File: src/rtl/mul_pkg.sv
// Shared constants for the sequential radix-4 Booth multiplier:
// FSM state codes, Booth digit select encodings and width helpers.
package mul_pkg;

    // FSM state codes
    localparam logic [1:0] ST_IDLE = 2'd0;
    localparam logic [1:0] ST_CALC = 2'd1;
    localparam logic [1:0] ST_DONE = 2'd2;

    // Booth digit encoding as {neg, dbl, zero}
    localparam logic [2:0] BD_ZERO   = 3'b001;
    localparam logic [2:0] BD_PLUS1  = 3'b000;
    localparam logic [2:0] BD_PLUS2  = 3'b010;
    localparam logic [2:0] BD_MINUS1 = 3'b100;
    localparam logic [2:0] BD_MINUS2 = 3'b110;

    // Extended operand width: two guard bits so unsigned max operands stay exact
    function automatic int ext_width(input int w);
        return w + 2;
    endfunction

    // Step counter width: counts 0 .. E/2-1
    function automatic int step_width(input int w);
        return $clog2((w + 2) / 2);
    endfunction

endpackage

File: src/rtl/booth_mul_seq_recode.sv
// Radix-4 Booth recoder: maps a 3-bit multiplier window to a
// {neg, dbl, zero} select for the partial-product adder.
module booth_r4_recode
    import mul_pkg::*;
(
    input  logic [2:0] grp,
    output logic       neg,
    output logic       dbl,
    output logic       zero
);

    logic [2:0] bd;

    // Window -> signed digit in {-2,-1,0,+1,+2}
    always_comb begin
        bd = BD_ZERO;
        case (grp)
            3'b000, 3'b111: bd = BD_ZERO;
            3'b001, 3'b010: bd = BD_PLUS1;
            3'b011:         bd = BD_PLUS2;
            3'b100:         bd = BD_MINUS2;
            3'b101, 3'b110: bd = BD_MINUS1;
            default:        bd = BD_ZERO;
        endcase
    end

    assign {neg, dbl, zero} = bd;

endmodule

File: src/rtl/booth_mul_seq.sv
// Iterative radix-4 Booth multiplier, one Booth digit per clock.
// Signed/unsigned per operation, valid/ready on both sides.
// Optional macro EARLY_TERM_EN: leave CALC as soon as the remaining
// multiplier bits can only produce zero digits.
module booth_mul_seq
    import mul_pkg::*;
#(
    parameter int WIDTH = 32
) (
    input  logic               clock,
    input  logic               clear_n,
    input  logic               in_valid,
    output logic               in_ready,
    input  logic               in_signed,
    input  logic [WIDTH-1:0]   in_m,
    input  logic [WIDTH-1:0]   in_q,
    output logic               out_valid,
    input  logic               out_ready,
    output logic [2*WIDTH-1:0] out_p,
    output logic               busy
);

    localparam int E  = ext_width(WIDTH);
    localparam int AW = 2 * WIDTH + 2;
    localparam int SW = step_width(WIDTH);
    localparam logic [SW-1:0] LAST_STEP = SW'(E / 2 - 1);

    logic [1:0]    state;
    logic [AW-1:0] acc;
    logic [AW-1:0] mcand;
    logic [E:0]    mplr;
    logic [SW-1:0] step;

    logic [E-1:0]  ext_m;
    logic [E-1:0]  ext_q;
    logic [E:0]    mplr_nxt;
    logic [AW-1:0] mag;
    logic [AW-1:0] acc_nxt;
    logic          neg;
    logic          dbl;
    logic          zero;
    logic          calc_end;
    logic          accept;

    assign accept = in_valid & in_ready;

    // Guard bits carry the sign (signed) or zero (unsigned)
    assign ext_m = {{2{in_signed & in_m[WIDTH-1]}}, in_m};
    assign ext_q = {{2{in_signed & in_q[WIDTH-1]}}, in_q};

    booth_r4_recode u_recode (
        .grp  (mplr[2:0]),
        .neg  (neg),
        .dbl  (dbl),
        .zero (zero)
    );

    // Partial product: 0, M or 2M, negated via one's complement plus carry-in
    assign mag      = zero ? '0 : (dbl ? {mcand[AW-2:0], 1'b0} : mcand);
    assign acc_nxt  = acc + (mag ^ {AW{neg}}) + {{(AW-1){1'b0}}, neg};
    assign mplr_nxt = {{2{mplr[E]}}, mplr[E:2]};

`ifdef EARLY_TERM_EN
    // Remaining window all-0 or all-1 means every further digit is zero
    assign calc_end = (step == LAST_STEP) | (&mplr_nxt) | ~(|mplr_nxt);
`else
    assign calc_end = (step == LAST_STEP);
`endif

    // Control FSM: IDLE -> CALC -> DONE -> IDLE
    always_ff @(posedge clock or negedge clear_n) begin
        if (!clear_n) begin
            state <= ST_IDLE;
        end else begin
            case (state)
                ST_IDLE: if (accept)    state <= ST_CALC;
                ST_CALC: if (calc_end)  state <= ST_DONE;
                ST_DONE: if (out_ready) state <= ST_IDLE;
                default:                state <= ST_IDLE;
            endcase
        end
    end

    // Datapath: load operands on accept, retire one digit per CALC cycle
    always_ff @(posedge clock or negedge clear_n) begin
        if (!clear_n) begin
            acc   <= '0;
            mcand <= '0;
            mplr  <= '0;
            step  <= '0;
        end else if (state == ST_IDLE && accept) begin
            acc   <= '0;
            mcand <= {{(AW-E){ext_m[E-1]}}, ext_m};
            mplr  <= {ext_q, 1'b0};
            step  <= '0;
        end else if (state == ST_CALC) begin
            acc   <= acc_nxt;
            mcand <= {mcand[AW-3:0], 2'b00};
            mplr  <= mplr_nxt;
            step  <= step + SW'(1);
        end
    end

    assign in_ready  = (state == ST_IDLE);
    assign out_valid = (state == ST_DONE);
    assign busy      = (state == ST_CALC);
    assign out_p     = out_valid ? acc[2*WIDTH-1:0] : '0;

endmodule
File: config.mk
export PLATFORM = sky130hd
export DESIGN_NAME = booth_mul_seq
export DESIGN_NICKNAME = d
export VERILOG_FILES = /design/src/rtl/mul_pkg.sv /design/src/rtl/booth_mul_seq_recode.sv /design/src/rtl/booth_mul_seq.sv
export SDC_FILE = /design/constraint.sdc
export NUM_CORES = 1
export LEC_CHECK = 0
export ABC_CLOCK_PERIOD_IN_PS = 4700
export CORE_MARGIN = 2
export CORE_UTILIZATION = 45
export CTS_BUF_LIST = sky130_fd_sc_hd__clkbuf_2 sky130_fd_sc_hd__clkbuf_4 sky130_fd_sc_hd__clkbuf_8
export CTS_CLUSTER_SIZE = 40
export DETAILED_ROUTE_END_ITERATION = 6
export PLACE_DENSITY_LB_ADDON = 0.25
export SLEW_MARGIN = 20
export SYNTH_ARGS = -nofsm -noshare
export SYNTH_HDL_FRONTEND = slang
export SYNTH_SLANG_ARGS = --single-unit
File: constraint.sdc
create_clock -name clock -period 4.7 [get_ports clock]
set_input_delay 0.705 -clock clock [delete_from_list [all_inputs] [get_ports clock]]
set_output_delay 0.705 -clock clock [all_outputs]
set_load 0.02 [all_outputs]
==> reports/qor.txt, run 1 <==
======================================================================================================
Netlist cell types                                                                                  64
Vias in the first global route                                                                   11100
Overall Global Routing Usage                                                                     24.3%
DRC violations left                                                                                  0
Worst-path cell chain                                                                     xor2_4, buf_4, a22oi_1, o21ai_0, ha_1, a21o_1, or3_1, o211ai_1, a211oi_1, o21ai_1, a21oi_1, a211oi_2, o21bai_1, a21oi_1, xor2_1, o21ai_1
Die Ht                                                                                          170 um
Dominant synthesized flop cell                                                                 dfrtp_1
Fin. max-slew vios                                                                                   0
Post-detailed-placement half-perimeter wirelength                                              24.9 mm
Maximum fanout encountered on the critical timing path                                              11
Area enclosed by the die boundary                                                          29000 sq um
Area growth from synthesis to layout                                                             16.9%
Summed negative setup slack over all endpoints                                                    0 ns
CTS tree                                                                                          done
Pin count of the biggest net entering global routing                                               109
Post-Syn Nets                                                                                     1677
Number of enable flip-flop cells after synthesis                                                     0
Post-CTS Hold Fix Bufs                                                                               0
Highest cell delay on the worst timing path                                                    0.52 ns
Required time at the endpoint of the critical path                                             5.06 ns
Number of antenna violations at the first check in global routing                                    1
DIE WIDTH                                                                                       170 um
Vias/cell                                                                                         5.89
Number of H-tree branching levels                                                                    4
Synthesized instance count                                                                        1529
Sequential fraction of the synthesis area                                                        34.2%
Hold Fails Final Rpt                                                                                 0
Sum of overflow across all layers after global routing                                               0
Result of the run                                                                         complete, no violations
Avg Cell Area, Syn                                                                          8.13 sq um
Crit end category                                                                             register
Warning count from the yosys run                                                                     0
Clock Latency Late Sink                                                                        0.50 ns
WP data arrival                                                                                4.79 ns
Initial cell density of the core                                                                 46.0%
Number of violations reported at the end of detailed-routing iteration 0                           898
Slowest CP cell                                                                                dfrtp_2
Setup-violating endpoint count in the final report                                                   0
Clock skew                                                                                   0.0334 ns
Port buffer count                                                                                  135
Number of buffers on the longest clock path                                                          2
Share of final-layout standard cells stronger than drive strength 1                              5.62%
Async set or reset register ratio after synthesis                                                 100%
Crit path kind                                                                              reg -> reg
Final-stage net count                                                                             1754
Pin slew with the least headroom to its limit                                                  1.09 ns
Clk sink count                                                                                     170
Post-detailed-route wirelength per cell                                                        17.8 um
Core Area                                                                                  27000 sq um
First-pass iteration count of the detailed router                                                    5
Startpoint types                                                                              register
Overall routed net length                                                                      34.9 mm
Clock transition at the register clock pins on the worst setup and hold paths after CTS        0.12 ns
Post-synth design cell area                                                                12400 sq um
Number of synthesized register bits                                                                170
Final estimated routing congestion in global placement                                           0.925
First-pass GRT wire length                                                                     57.2 mm
Worst min-delay path class                                                                 in -> async
Max transition margin                                                                            27.1%
Final critical path time including I/O delays and setup                                        4.44 ns
Number of violations of the max-capacitance limit                                                    0
Cell at the root of the clock tree                                                            clkbuf_8
Fmax achieved                                                                                0.225 GHz
Number of nets still failing antenna checks after routing                                            0
Number of buffers inserted during clock tree synthesis                                              17
Vias after detailed routing                                                                      11600
Setup repair after global routing missed its margin                                              false
Top-level port count                                                                               136
Number of rows in the core area                                                                     60
Final Cycle Share                                                                                94.4%
======================================================================================================
[synthesized netlist by cell type, drive strengths merged, types with 4 or more instances]
cell type    n  share of area (%)
nor4         4               0.20
and2        66                3.3
nand2b       5               0.25
dfrtp      170                 34
a31oi        9               0.57
ha          78                7.8
nand2      262                7.9
a21o        19                1.1
o211ai       4               0.24
o31ai        8               0.78
xnor2       34                2.4
o21bai      13               0.78
nor3         9               0.36
nor2b        6               0.36
o21a        12               0.72
a211oi       7               0.46
clkbuf      94                2.8
nor2        51                1.5
inv         19               0.57
a21oi       78                3.2
a22oi      124                7.5
nand3      107                4.3
and3         5               0.25
o21ai      172                7.0
nand4       26                1.3
xor2        90                6.3
buf         12               0.36
[per-stage QoR]
stage	utilization [%]	instances	hold slack (ns)	cell area, sq um	worst slack [ns]
floorplan	-	1529	0.409	12400	0.639
global placement	52.1	1924	0.459	14100	0.255
detailed placement	52.1	1924	0.463	14100	0.125
CTS	53.6	1956	0.270	14500	0.0866
finish	53.8	1961	0.252	14500	0.264
global route	53.8	1960	0.289	14500	0.00811
[sequential cells by signal, summed over array words and instances (netlist names)]
signal / cells
acc: 64
mcand: 64
mplr: 35
state: 2
step: 5
[worst max-delay path, delay by kind of cell, from the launching register on]
kind                       cells  cell delay (ns)
buffers and inverters          1             0.21
DFF                            1             0.52
AOI/OAI and AO/OA             11             2.32
xor gates and xnor gates       2             0.62
and+or+nand+nor                1             0.33
adders and majority gates      1             0.31
[per-layer routing]
layer	vias to the layer above	global-route usage [%]	wire [um]
li1	5623	-	-
met1	5563	34.1	16300
met2	331	38.8	16100
met3	36	4.91	2050
met4	0	5.31	463
met5	-	0	0
[final cells by class]
| type | count | area (sq um) |
|---|---|---|
| Clock buffer | 19 | 262 |
| Inverter | 19 | 72.6 |
| Clock inverter | 13 | 143 |
| Timing Repair Buffer | 163 | 1590 |
| Fill cell | 2519 | 12500 |
| Multi-Input combinational cell | 1235 | 7780 |
| Antenna cell | 1 | 2.50 |
| Tap cell | 341 | 427 |
| Sequential cell | 170 | 4260 |
[cell usage in the layout, fill, tap and decap left out, types with 12 or more instances in the layout]
cell             count
a21o_1              19
a21oi_1             77
a22oi_1            124
and2_1              65
buf_4               25
clkbuf_8            19
clkdlybuf4s50_1    134
dfrtp_1            167
ha_1                78
inv_1               18
nand2_1            260
nand3_1            107
nand4_1             26
nor2_1              49
o21a_1              12
o21ai_0            134
o21ai_1             37
o21bai_1            13
xnor2_1             34
xor2_1              89
[kinds of logic (layout without fill, tap and decap cells)]
logic type,count (synthesis),count (layout),synth area share (%)
xor gates and xnor gates,124,125,8.74
DFF,170,170,34.2
adders and majority gates,80,80,8.10
and+or+nand+nor,553,553,20.6
other,0,1,0
AOI/OAI and AO/OA,473,473,24.3
buffers and inverters,125,214,3.77
muxes,4,4,0.332
[worst paths after layout]
kind | depth (start not counted) | slack, ns | from | end
setup / recovery | 16 | 0.26 | mplr[1]$_DFFE_PN0P_ | acc[60]$_DFFE_PN0P_
hold / removal | 1 | 0.25 | clear_n | mcand[10]$_DFFE_PN0P_
setup reg to reg | 16 | 0.26 | mplr[1]$_DFFE_PN0P_ | acc[60]$_DFFE_PN0P_
hold reg to reg | 2 | 0.49 | mplr[11]$_DFFE_PN0P_ | mplr[11]$_DFFE_PN0P_
max in group asynchronous | 2 | 3.45 | clear_n | acc[49]$_DFFE_PN0P_
min in group clock | 2 | 0.49 | mplr[11]$_DFFE_PN0P_ | mplr[11]$_DFFE_PN0P_
[repair_timing]
action / 4_1_cts / 5_1_grt
endpoints found under the setup margin: 0 / 14
gates resized for setup: 0 / 3
setup buffers: 0 / 3
Power of run 1 is not shown: default switching activity piles up to over one toggle a cycle in this logic, so the estimate is an artifact.
==> run 2: changes to the inputs <==
--- a/config.mk
+++ b/config.mk
@@ -11,7 +11,7 @@
 export CTS_BUF_LIST = sky130_fd_sc_hd__clkbuf_2 sky130_fd_sc_hd__clkbuf_4 sky130_fd_sc_hd__clkbuf_8
 export CTS_CLUSTER_SIZE = 40
 export DETAILED_ROUTE_END_ITERATION = 6
-export PLACE_DENSITY_LB_ADDON = 0.25
+export PLACE_DENSITY = 0.67
 export SLEW_MARGIN = 20
 export SYNTH_ARGS = -nofsm -noshare
 export SYNTH_HDL_FRONTEND = slang
==> constraint.sdc (replaced) <==
create_clock -name clock -period 4.7 [get_ports clock]
set_input_delay 0.94 -clock clock [delete_from_list [all_inputs] [get_ports clock]]
set_output_delay 0.94 -clock clock [all_outputs]
set_load 0.02 [all_outputs]
==> run 2 against run 1 <==
Compared with the run above: non-clock buffer count rose by 9; maximum frequency rose by 2.5%; register-to-register slack improved by 0.11 ns; cell area rose by 0.47%; global-route usage fell by 0.083 points; worst setup slack improved by 0.11 ns; highest routed layer unchanged.
==> reports/qor.txt, run 2 (synthesis gave the netlist of run 1 again) <==
======================================================================================================
Result of the run                                                                         complete, no violations
Setup repair after global routing missed its margin                                              false
Hold Startpoint                                                                           mplr[5]$_DFFE_PN0P_
Number of rows in the core area                                                                     60   unchanged
Overall routed net length                                                                      34.6 mm   -0.85%
Share of final-layout standard cells stronger than drive strength 1                              6.02%   +0.40 points
Final-stage net count                                                                             1763   +0.51%
DIE WIDTH                                                                                       170 um   unchanged
First-pass iteration count of the detailed router                                                    5   unchanged
Hold Fails Final Rpt                                                                                 0   unchanged
Top-level port count                                                                               136   unchanged
End point of the worst hold path                                                          mplr[5]$_DFFE_PN0P_
Worst r2r dst                                                                             acc[60]$_DFFE_PN0P_
First-pass GRT wire length                                                                     57.0 mm   -0.23%
WP data arrival                                                                                4.68 ns   -0.11 ns
Post-detailed-placement half-perimeter wirelength                                              24.5 mm   -1.4%
Die Ht                                                                                          170 um   unchanged
Clock skew                                                                                   0.0178 ns   -0.0156 ns
Total inserted antenna cells                                                                         0   -1
Number of H-tree branching levels                                                                    4   unchanged
Summed negative setup slack over all endpoints                                                    0 ns   unchanged
Number of antenna violations at the first check in global routing                                    0   -1
Number of buffers inserted during clock tree synthesis                                              17   unchanged
Final critical path time including I/O delays and setup                                        4.33 ns   -0.109 ns
Post-CTS Hold Fix Bufs                                                                               0   unchanged
Vias/cell                                                                                         5.85   -0.66%
Clock transition at the register clock pins on the worst setup and hold paths after CTS        0.10 ns   -0.02 ns
Sum of overflow across all layers after global routing                                               0   unchanged
Initial cell density of the core                                                                 46.0%   unchanged
Overall Global Routing Usage                                                                     24.3%   -0.083 points
Post-detailed-route wirelength per cell                                                        17.6 um   -1.3%
Maximum fanout encountered on the critical timing path                                               7   -4
Commonest non-fill, non-tap cells in the layout                                           nand2_1, dfrtp_1, o21ai_0, clkdlybuf4s50_1, a22oi_1
Number of buffers on the longest clock path                                                          2   unchanged
Number of violations reported at the end of detailed-routing iteration 0                          1019   +13%
Core Area                                                                                  27000 sq um   unchanged
Pin slew with the least headroom to its limit                                                  1.00 ns   -0.0938 ns
Worst min-delay path class                                                                  reg -> reg
Cell at the root of the clock tree                                                            clkbuf_8
Crit end category                                                                             register
Length in cells of the worst reg-to-reg path                                                        18   +2
Filler instances                                                                                  2557   +1.5%
DRC violations left                                                                                  0   unchanged
Commonest non-fill, non-tap cell in the layout                                                 nand2_1
Pin count of the biggest net entering global routing                                                99   -9.2%
Clk sink count                                                                                     170   unchanged
Cells on Worst Hold Path                                                                             2
Number of violations of the max-capacitance limit                                                    0   unchanged
Number of nets still failing antenna checks after routing                                            0   unchanged
Final estimated routing congestion in global placement                                           0.937   +1.3%
Required time at the endpoint of the critical path                                             5.05 ns   about the same
Setup-violating endpoint count in the final report                                                   0   unchanged
Fin. max-slew vios                                                                                   0   unchanged
Vias after detailed routing                                                                      11500   -0.25%
Clock Latency Late Sink                                                                        0.49 ns   about the same
Crit path kind                                                                              reg -> reg
CTS tree                                                                                          done
Fmax achieved                                                                                0.231 GHz   +2.5%
Worst flop-to-flop path startpoint                                                        mplr[1]$_DFFE_PN0P_
Top Registers                                                                             acc (64), mcand (64), mplr (35)
Port buffer count                                                                                  135   unchanged
Startpoint types                                                                              register
Area enclosed by the die boundary                                                          29000 sq um   unchanged
Final Cycle Share                                                                                92.1%   -2.3 points
Vias in the first global route                                                                   10900   -1.5%
Area growth from synthesis to layout                                                             17.5%
Minimum setup slack among reg-to-reg paths                                                     0.37 ns   +0.11 ns
Max transition margin                                                                            33.2%   +6.1 points
======================================================================================================
## run 2: changes by cell type in the layout (fill, tap and decap cells not counted), sizes merged
| cell | before | now |
|---|---|---|
| clkinv | 4 | 6 |
| diode | 1 | 0 |
| buf | 29 | 38 |
| clkinvlp | 1 | 0 |
| inv | 27 | 28 |
| clkbuf | 19 | 17 |
## run 2: worst max-delay path by stage
stage	start	endpoint	slack (ns)	cells past startpoint
after floorplan	mplr[2]$_DFFE_PN0P_	acc[62]$_DFFE_PN0P_	0.64	18
after global placement	mplr[0]$_DFFE_PN0P_	acc[63]$_DFFE_PN0P_	0.33	16
after detailed placement	mplr[0]$_DFFE_PN0P_	acc[63]$_DFFE_PN0P_	0.28	16
after CTS	mplr[0]$_DFFE_PN0P_	acc[63]$_DFFE_PN0P_	0.26	16
after global routing	mplr[1]$_DFFE_PN0P_	acc[56]$_DFFE_PN0P_	0.04	18
final	mplr[1]$_DFFE_PN0P_	acc[60]$_DFFE_PN0P_	0.37	18
## run 2: layer usage
layer	vias to the layer above	GRT usage (%)	share of wire (%)
met2	348	37.9	45
met4	0	4.76	1.0
met5	-	0	0
met1	5508	35.3	48
li1	5641	-	-
met3	27	4.28	5.2
## run 2: final cells by class
| class | count | area (sq um) | area share (%) |
|---|---|---|---|
| timing repair buffer | 172 | 1680 | 11.5 |
| clock buffer | 17 | 234 | 1.60 |
| multi-input combinational | 1235 | 7790 | 53.3 |
| sequential | 170 | 4260 | 29.2 |
| clock inverter | 15 | 148 | 1.01 |
| tap | 341 | 427 | 2.92 |
| inverter | 19 | 72.6 | 0.497 |
## run 2: what timing repair did
action,4_1_cts,5_1_grt
setup endpoints to repair,0,9
gates resized for setup,0,1
setup buffers,0,8
## run 2: per-stage QoR
step / hold WS [ns] / std cells / setup slack [ns] / utilization (%) / area, sq um
floorplan: 0.446 / 1529 / 0.639 / - / 12400
global placement: 0.461 / 1928 / 0.334 / 52.3 / 14100
detailed placement: 0.463 / 1928 / 0.276 / 52.3 / 14100
CTS: 0.488 / 1960 / 0.257 / 53.7 / 14500
global route: 0.507 / 1969 / 0.0407 / 54.0 / 14600
finish: 0.486 / 1969 / 0.372 / 54.0 / 14600
## run 2: worst max-delay path: stages, from the launching register on
cell	delay, ns
dfrtp_1	0.63
nand2_1	0.16
nor2_4	0.23
buf_4	0.20
a22oi_1	0.09
o21ai_0	0.08
ha_1	0.31
a21o_1	0.19
or3_1	0.31
o211ai_1	0.29
a211oi_1	0.13
buf_4	0.16
o21ai_1	0.28
a21oi_1	0.22
a211oi_2	0.40
o21bai_1	0.10
a21oi_1	0.18
xor2_1	0.17
o21ai_1	0.07
Power of run 2 is left out for the same reason.
